===== config.mk =====
export PLATFORM = sky130hd
export DESIGN_NAME = sr_responder
export DESIGN_NICKNAME = d
export VERILOG_FILES = /design/src/rtl/sr_responder_pkg.sv /design/src/rtl/sr_responder_sync_edge.sv /design/src/rtl/sr_responder.sv
export SDC_FILE = /design/constraint.sdc
export NUM_CORES = 1
export LEC_CHECK = 0
export BUFFER_PORTS_ARGS = -buffer_cell sky130_fd_sc_hd__buf_2
export CORE_ASPECT_RATIO = 1.75
export CORE_MARGIN = 2
export CORE_UTILIZATION = 49
export DETAILED_ROUTE_END_ITERATION = 6
export PLACE_DENSITY = 0.84
export SLEW_MARGIN = 10
export SYNTH_ARGS = -nofsm -noshare
export SYNTH_HDL_FRONTEND = slang
export SYNTH_SLANG_ARGS = --single-unit

===== constraint.sdc =====
create_clock -name clk_in -period 1.4 [get_ports clk_in]
set_input_delay 0.21 -clock clk_in [delete_from_list [all_inputs] [get_ports clk_in]]
set_output_delay 0.21 -clock clk_in [all_outputs]
set_load 0.02 [all_outputs]

===== src/rtl/sr_responder_pkg.sv =====
// Shared definitions for the configuration shift-register link (responder and controller).
package sr_responder_pkg;

  typedef enum logic [1:0] {
    IDLE  = 2'd0,
    SHIFT = 2'd1,
    LATCH = 2'd2
  } sr_state_t;

  localparam int unsigned SR_WIDTH     = 170;
  localparam int unsigned SR_CNT_WIDTH = 8;

endpackage


===== src/rtl/sr_responder_sync_edge.sv =====
// Multi-stage synchronizer for one asynchronous pin, with a rising-edge detect on the synced level.
module sync_edge #(
  parameter int unsigned STAGES = 2
) (
  input  logic clk_in,
  input  logic rst_n,
  input  logic din,
  output logic sync,
  output logic rise_c
);

  logic [STAGES-1:0] pipe;
  logic              sync_d;

  // Synchronizer chain plus one delayed copy for edge detection.
  always_ff @(posedge clk_in or negedge rst_n) begin
    if (!rst_n) begin
      pipe   <= '0;
      sync_d <= 1'b0;
    end else begin
      pipe   <= {pipe[STAGES-2:0], din};
      sync_d <= pipe[STAGES-1];
    end
  end

  assign sync   = pipe[STAGES-1];
  assign rise_c = pipe[STAGES-1] & ~sync_d;

endmodule


===== src/rtl/sr_responder.sv =====
// Chip-side configuration shift register: oversampled serial link with shadow latch on load.
module sr_responder
  import sr_responder_pkg::*;
#(
  parameter int unsigned WIDTH           = SR_WIDTH,
  parameter int unsigned CNT_WIDTH       = SR_CNT_WIDTH,
  parameter bit          SHIFT_DIRECTION = 1'b1,
  parameter int unsigned SYNC_STAGES     = 2
) (
  input  logic                 clk_in,
  input  logic                 rst_n,
  input  logic                 sr_clk,
  input  logic                 sr_din,
  input  logic                 sr_load,
  input  logic                 preset_en,
  input  logic [WIDTH-1:0]     preset_data,
  output logic                 sr_dout,
  output logic [WIDTH-1:0]     shadow,
  output logic                 load_done,
  output logic                 frame_err,
  output logic [CNT_WIDTH-1:0] bit_cnt
);

  localparam logic [CNT_WIDTH-1:0] CNT_MAX  = '1;
  localparam logic [CNT_WIDTH-1:0] CNT_FULL = CNT_WIDTH'(WIDTH);

  sr_state_t            state;
  logic [WIDTH-1:0]     sreg;
  logic [WIDTH-1:0]     shifted_c;
  logic [CNT_WIDTH-1:0] cnt_inc_c;
  logic                 out_bit_c;

  logic sync_din;
  logic rise_clk;
  logic rise_load;
  logic din_rise_unused;
  logic clk_lvl_unused;
  logic load_lvl_unused;

  sync_edge #(.STAGES(SYNC_STAGES)) u_sync_clk (
    .clk_in (clk_in),
    .rst_n  (rst_n),
    .din    (sr_clk),
    .sync   (clk_lvl_unused),
    .rise_c (rise_clk)
  );

  sync_edge #(.STAGES(SYNC_STAGES)) u_sync_din (
    .clk_in (clk_in),
    .rst_n  (rst_n),
    .din    (sr_din),
    .sync   (sync_din),
    .rise_c (din_rise_unused)
  );

  sync_edge #(.STAGES(SYNC_STAGES)) u_sync_load (
    .clk_in (clk_in),
    .rst_n  (rst_n),
    .din    (sr_load),
    .sync   (load_lvl_unused),
    .rise_c (rise_load)
  );

  // Next shift value, output-end bit and saturating count increment.
  always_comb begin
    shifted_c = sreg;
    out_bit_c = 1'b0;
    if (SHIFT_DIRECTION) begin
      shifted_c = {sreg[WIDTH-2:0], sync_din};
      out_bit_c = sreg[WIDTH-1];
    end else begin
      shifted_c = {sync_din, sreg[WIDTH-1:1]};
      out_bit_c = sreg[0];
    end
    cnt_inc_c = (bit_cnt == CNT_MAX) ? bit_cnt : bit_cnt + CNT_WIDTH'(1);
  end

  // Frame FSM with shift register, shadow latch and registered status outputs.
  always_ff @(posedge clk_in or negedge rst_n) begin
    if (!rst_n) begin
      state     <= IDLE;
      sreg      <= '0;
      shadow    <= '0;
      sr_dout   <= 1'b0;
      bit_cnt   <= '0;
      load_done <= 1'b0;
      frame_err <= 1'b0;
    end else begin
      load_done <= 1'b0;
      sr_dout   <= out_bit_c;

      // Preset only while idle; otherwise a synced clock edge shifts in one bit.
      if (preset_en && (state == IDLE)) begin
        sreg <= preset_data;
      end else if (rise_clk) begin
        sreg <= shifted_c;
      end

      case (state)
        IDLE: begin
          if (rise_clk) begin
            bit_cnt <= cnt_inc_c;
          end
          if (rise_load) begin
            state <= LATCH;
          end else if (rise_clk) begin
            state <= SHIFT;
          end
        end
        SHIFT: begin
          if (rise_clk) begin
            bit_cnt <= cnt_inc_c;
          end
          if (rise_load) begin
            state <= LATCH;
          end
        end
        LATCH: begin
          shadow    <= sreg;
          load_done <= 1'b1;
          if (bit_cnt != CNT_FULL) begin
            frame_err <= 1'b1;
          end
          // An edge landing in the latch cycle starts the next frame.
          bit_cnt <= rise_clk ? CNT_WIDTH'(1) : '0;
          state   <= rise_clk ? SHIFT : IDLE;
        end
        default: begin
          state <= IDLE;
        end
      endcase
    end
  end

endmodule


* Yosys cells after proc, flatten, opt, wreduce, memory -nomap -nowiden
Index checks and enable logic that the tools add are counted. Widths: inputs -> output; s select.
Storage, ports and cells: memory bits (writable) 0, bits in registers 361, output and inout port bits 181, memories kept 0, latch bits 0, input bits 176, memory bits (read-only) 0
Cells by class: multiply operators 0, shift operators 0, eq/ne operators 8, reduce and logical (&&, ||, !) cells 8, $add $sub $neg 1, bitwise gates (word level) 4, $lt $le $gt $ge 0, multiplexer cells 12, div/mod/pow operators 0
Operators by type and width (number):
- $mux 170 | 2
- $mux 8 | 2
- $pmux 8 s2 | 1
- $add 8x1->8 const B | 1
- $eq 8x8->1 const B | 1
- $ne 8x8->1 const B | 1
- $mux 2 | 3
- $pmux 2 s3 | 1
- $ne 2x2->1 const B | 2
- $reduce_and 2->1 | 2
- $reduce_bool 2->1 | 2
- $mux 1 | 3
- $ne 3x3->1 const B | 1
- $reduce_and 3->1 | 1
- $and 1x1->1 | 2
- $eq 2x1->1 const B | 1
- $eq 2x2->1 const B | 1
- $logic_not 2->1 | 1
- $ne 2x1->1 const B | 1
- $not 1->1 | 2
- $reduce_or 2->1 | 1
- $logic_and 1x1->1 | 1

* Logic depth before layout (Yosys ltp)
depth after elaboration 5, depth in mapped cells 7

* Modules after synthesis
A second synthesis with hierarchy kept.
Unflattened totals: cells, all modules 1526, area, all modules 15072.0 um^2
By module, submodules not included:
- sr_responder | seq. area each 8833.5 um^2, instances 1, cells each 1514, area each 14805.4 um^2
- sync_edge | seq. area each 75.1 um^2, instances 3, cells each 4, area each 88.8 um^2

* Worst setup path after synthesis
No wires, ideal clock.
path type register to register, start register bit_cnt[0], end register bit_cnt[0], buffers on the path 0, library setup time 0.120 ns, stages on the path, launching flop included 6, data arrival time 1.542 ns, slack -0.262 ns, period minus slack after synthesis 1.662 ns, path through dfrtp_1 -> ha_1 -> nand3_1 -> o21ai_2 -> o22ai_1 -> a31o_2
On the way: cells in the longest elaborated chain, start to end 4, elaborated cells on any way between the ends 7
Ends and longest elaborated chain:
- start, declared | line sr_responder.sv:21 | output logic [CNT_WIDTH-1:0] bit_cnt
- start signal, assigned | line sr_responder.sv:102 | bit_cnt <= cnt_inc_c;
- start signal, assigned | line sr_responder.sv:112 | bit_cnt <= cnt_inc_c;
- start signal, assigned | line sr_responder.sv:125 | bit_cnt <= rise_clk ? CNT_WIDTH'(1) : '0;
- $add 8x1->8 | line sr_responder.sv:75 | cnt_inc_c = (bit_cnt == CNT_MAX) ? bit_cnt : bit_cnt + CNT_WIDTH'(1);
- $mux 8 | line sr_responder.sv:75
- $mux 8 | line sr_responder.sv:101, sr_responder.sv:111
- $pmux 8 s2 | line sr_responder.sv:99 | case (state)
Parallel ways exist; a longest one is shown, timed or not. The select of a mux whose other input is x is not followed. A chain may end at the register's enable or synchronous reset.

* Worst setup path after layout
start register u_sync_clk.sync_d, end register sreg[77]
On the way: cells in the longest elaborated chain, start to end 3
Ends and longest elaborated chain:
- start, declared | line sr_responder_sync_edge.sv:13 | logic sync_d;
- start signal, assigned | line sr_responder_sync_edge.sv:22 | sync_d <= pipe[STAGES-1];
- $not 1->1 | line sr_responder_sync_edge.sv:27 | assign rise_c = pipe[STAGES-1] & ~sync_d;
- $and 1x1->1 | line sr_responder_sync_edge.sv:27
- $reduce_bool 2->1 (no line)
- end signal, assigned | line sr_responder.sv:94 | sreg <= preset_data;
- end signal, assigned | line sr_responder.sv:96 | sreg <= shifted_c;
- end, declared | line sr_responder.sv:28 | logic [WIDTH-1:0] sreg;
No other way between the ends.

==> flow_summary.json <==
{
  "placed_area_sq_um": 17700,
  "cpLargestDelayFamily": "buffers and inverters",
  "yosysMostFrequentCell": "nand2_1",
  "power_leakage_nw": 11.2,
  "wirelength_microns": 57500,
  "drt_iter0_drc": 1219,
  "fp.coreArea_sq_um": 30200,
  "switching_power_mw": 13.3,
  "yosysWarnings": 0,
  "ys_dominant_reg_cell": "dfrtp_1",
  "cts_sinks": 361,
  "crit_fanout": 8,
  "track_usage_pct": 30.8,
  "fin_cells": 2553,
  "fin_ws_ns": -0.196,
  "ys_ff_latch": 361,
  "async_reset_ff_share_pct": 100,
  "drtPass1Iterations": 5,
  "violations": "setup timing",
  "p_seq_share_pct": 43.3,
  "syn_avg_cell_area_sq_um": 9.87,
  "cp.required_ns": 1.80,
  "viasPerCell": 5.78,
  "syn-num-nets": 1700,
  "rr_worst_depth": 6,
  "power_frac_comb_pct": 29.1,
  "num_vias": 14800,
  "swShare_pct": 36.2,
  "hold_class": "primary input to asynchronous set/reset pin",
  "grt_pass1_vias": 14800,
  "synth_top_area_cell": "dfrtp_1",
  "overflow": 0,
  "gp_congestion": 0.879,
  "n_fill_cell": 1733,
  "num_rows": 84,
  "syn2layout_area_growth_pct": 49.7,
  "grt_first_pass_wirelength_microns": 77700,
  "syn_inst": 1522,
  "antenna_found_initial": 3,
  "cp_slowest_cell": "dfrtp_2",
  "synth_edf_count": 0,
  "internal_power_mw": 23.4,
  "cts_root_buf": "clkbuf_16",
  "cp_num_cells": 6,
  "yosysSeqAreaShare_pct": 60.1,
  "arrival_ns": 1.99,
  "p_clk_share_pct": 27.6,
  "ant_nets": 0,
  "die_h_microns": 236,
  "min_period_ns": 1.60,
  "route.detailed.wl_per_inst_microns": 22.5,
  "path_common_cell": "buf_12",
  "synth_top_area_share_pct": 60.1,
  "start_util_pct": 49.8,
  "cap_violations": 0,
  "clkTransAtPathRegs_ns": 0.07,
  "critPathCaptureType": "flip-flop",
  "syn-cell-area_sq_um": 15000,
  "rsz0062_at_grt": "true",
  "critical_path_class": "flip-flop to flip-flop",
  "grt_max_degree": 80,
  "slew_violations": 0,
  "final_nets": 2315,
  "setup_viol": 193,
  "layout-drive-gt1-share_pct": 29.6,
  "path_buf_inv": 3,
  "place_inst": 2243,
  "die_w_microns": 136,
  "multi_input_area_sq_um": 5770,
  "final_hold_viol_count": 0,
  "die-area_sq_um": 32100,
  "drcViolationCount": 0,
  "synth_area_leaders": "dfrtp_1 (60%), nand2_1 (17%), mux2i_1 (11%)",
  "outcome": "finished with violations",
  "clock_skew_ns": 0.0263,
  "cts_tree": "done",
  "worst_slew_pin_slew_ns": 0.422,
  "powerDensity_nw_per_um2": 1630,
  "hpwl_microns": 27100,
  "cts_made_buffers": 34,
  "numPortBuffers": 356,
  "fin_area_sq_um": 22500,
  "cp-start-kind": "flip-flop",
  "h-tree-depth": 2,
  "register_area_sq_um": 9040,
  "pin_count": 357,
  "clk_path_buf_depth": 3,
  "insertion_delay_ns": 0.54,
  "synthTopCellsByCount": "nand2_1 (682), dfrtp_1 (361), mux2i_1 (170)",
  "ir_drop_uv": 1290,
  "maxSlewHeadroom_pct": 71.9,
  "utilization_pct": 74.5,
  "period_share_pct": 114,
  "path_cells": "nor2b_4, buf_6, buf_12, buf_12, mux2i_1, o21ai_1",
  "slowest_delay_ns": 0.43,
  "ys_types": 36,
  "fmax_ghz": 0.626
}
[per-stage QoR]
stage | setup TNS, ns | worst slack (ns) | hold slack [ns] | power, mW
3_3_place_gp | -0.0324 | -0.0152 | 0.146 | 23.6
2_1_floorplan | -0.00562 | -0.00534 | -0.0856 | 20.3
3_5_place_dp | -3.48 | -0.0837 | 0.144 | 24.1
5_1_grt | -21.24 | -0.249 | 0.199 | 38.1
6_report | -8.02 | -0.196 | 0.178 | 36.7
4_1_cts | -5.77 | -0.0867 | 0.187 | 34.6
[state kept, by name, indices dropped and copies added, names as in the netlist, 2 cells and up]
signal,flops
sreg,170
bit_cnt,8
u_sync_clk.pipe,2
u_sync_din.pipe,2
state,2
shadow,170
u_sync_load.pipe,2
[worst paths after layout]
kind | start | to | slack, ns
max | u_sync_clk.sync_d$_DFF_PN0_ | sreg[77]$_DFFE_PN0P_ | -0.20
min | rst_n | shadow[152]$_DFFE_PN0P_ | 0.18
max reg2reg | u_sync_clk.sync_d$_DFF_PN0_ | sreg[77]$_DFFE_PN0P_ | -0.20
min reg2reg | u_sync_load.pipe[0]$_DFF_PN0_ | u_sync_load.pipe[1]$_DFF_PN0_ | 0.36
max in group asynchronous | rst_n | shadow[132]$_DFFE_PN0P_ | 0.50
min in group clk_in | sr_din | u_sync_din.pipe[0]$_DFF_PN0_ | 0.33
[power groups by stage]
stage	registers (mW)	logic (mW)	clock network, mW
after floorplan	17.1	3.19	0
after global placement	15.4	8.18	0
after detailed placement	15.6	8.49	0
after CTS	15.4	9.16	10.0
after global routing	16.1	11.5	10.6
final	15.9	10.7	10.1
[worst reg2reg max path, cell delays in order (launching register included)]
cell	delay, ns
dfrtp_2	0.43
nor2b_4	0.18
buf_6	0.14
buf_12	0.15
buf_12	0.15
mux2i_1	0.31
o21ai_1	0.12
[area by class of cell]
cell class	count	area share (%)
antenna	4	0.0445
timing repair buffer	674	26.4
tap	387	2.15
inverter	3	0.0835
multi-input combinational	1063	25.7
clock buffer	50	4.74
clock inverter	11	0.623
sequential	361	40.2
[kinds of logic (layout without fill, tap and decap cells)]
| logic type | Yosys count | after routing | synth area share (%) |
|---|---|---|---|
| other cells | 0 | 4 | 0 |
| flops | 361 | 361 | 60.1 |
| compound gates | 184 | 184 | 6.35 |
| fa+ha+maj | 2 | 2 | 0.167 |
| buf+inv | 98 | 738 | 3.74 |
| xor+xnor | 2 | 2 | 0.117 |
| simple gates | 704 | 704 | 18.1 |
| mux | 171 | 171 | 11.4 |
[metal layers]
| layer | GRT usage (%) | up-vias | routed length, microns |
|---|---|---|---|
| li1 | - | 6184 | - |
| met1 | 35.5 | 7106 | 19200 |
| met2 | 51.7 | 1129 | 29100 |
| met3 | 5.79 | 339 | 4670 |
| met4 | 20.3 | 0 | 4540 |
| met5 | 0 | - | 0 |
[repair_timing]
| item | 4_1_cts | 5_1_grt |
|---|---|---|
| setup buffers | 21 | 18 |
| pin swaps | 3 | 23 |
| endpoints found under the setup margin | 207 | 288 |
| gates cloned | 5 | 32 |
| hold buffers | 174 | 0 |
| endpoints found under the hold margin | 276 | 0 |
| resized for setup | 85 | 219 |
[layout by cell type, fill, tap and decap left out, types with 2 or more instances in the layout]
cell / count
nand2_4: 2
nor3b_4: 2
or3_1: 3
o21ai_2: 15
a31o_2: 2
clkbuf_16: 59
dlygate4sd3_1: 174
buf_12: 27
bufinv_16: 3
nand2_1: 667
clkbuf_1: 4
buf_6: 35
mux2i_1: 141
mux2i_2: 21
inv_1: 2
dfrtp_1: 352
buf_16: 16
clkbuf_8: 9
buf_4: 31
clkinv_2: 5
o21ai_0: 22
dfrtp_2: 9
o21ai_1: 136
o211ai_1: 2
mux2i_4: 8
a21oi_2: 2
nand2_2: 13
buf_8: 20
nand3_1: 4
nor2_1: 3
buf_2: 349
diode_2: 4
No activity file was read; power rests on OpenSTA's default activity.
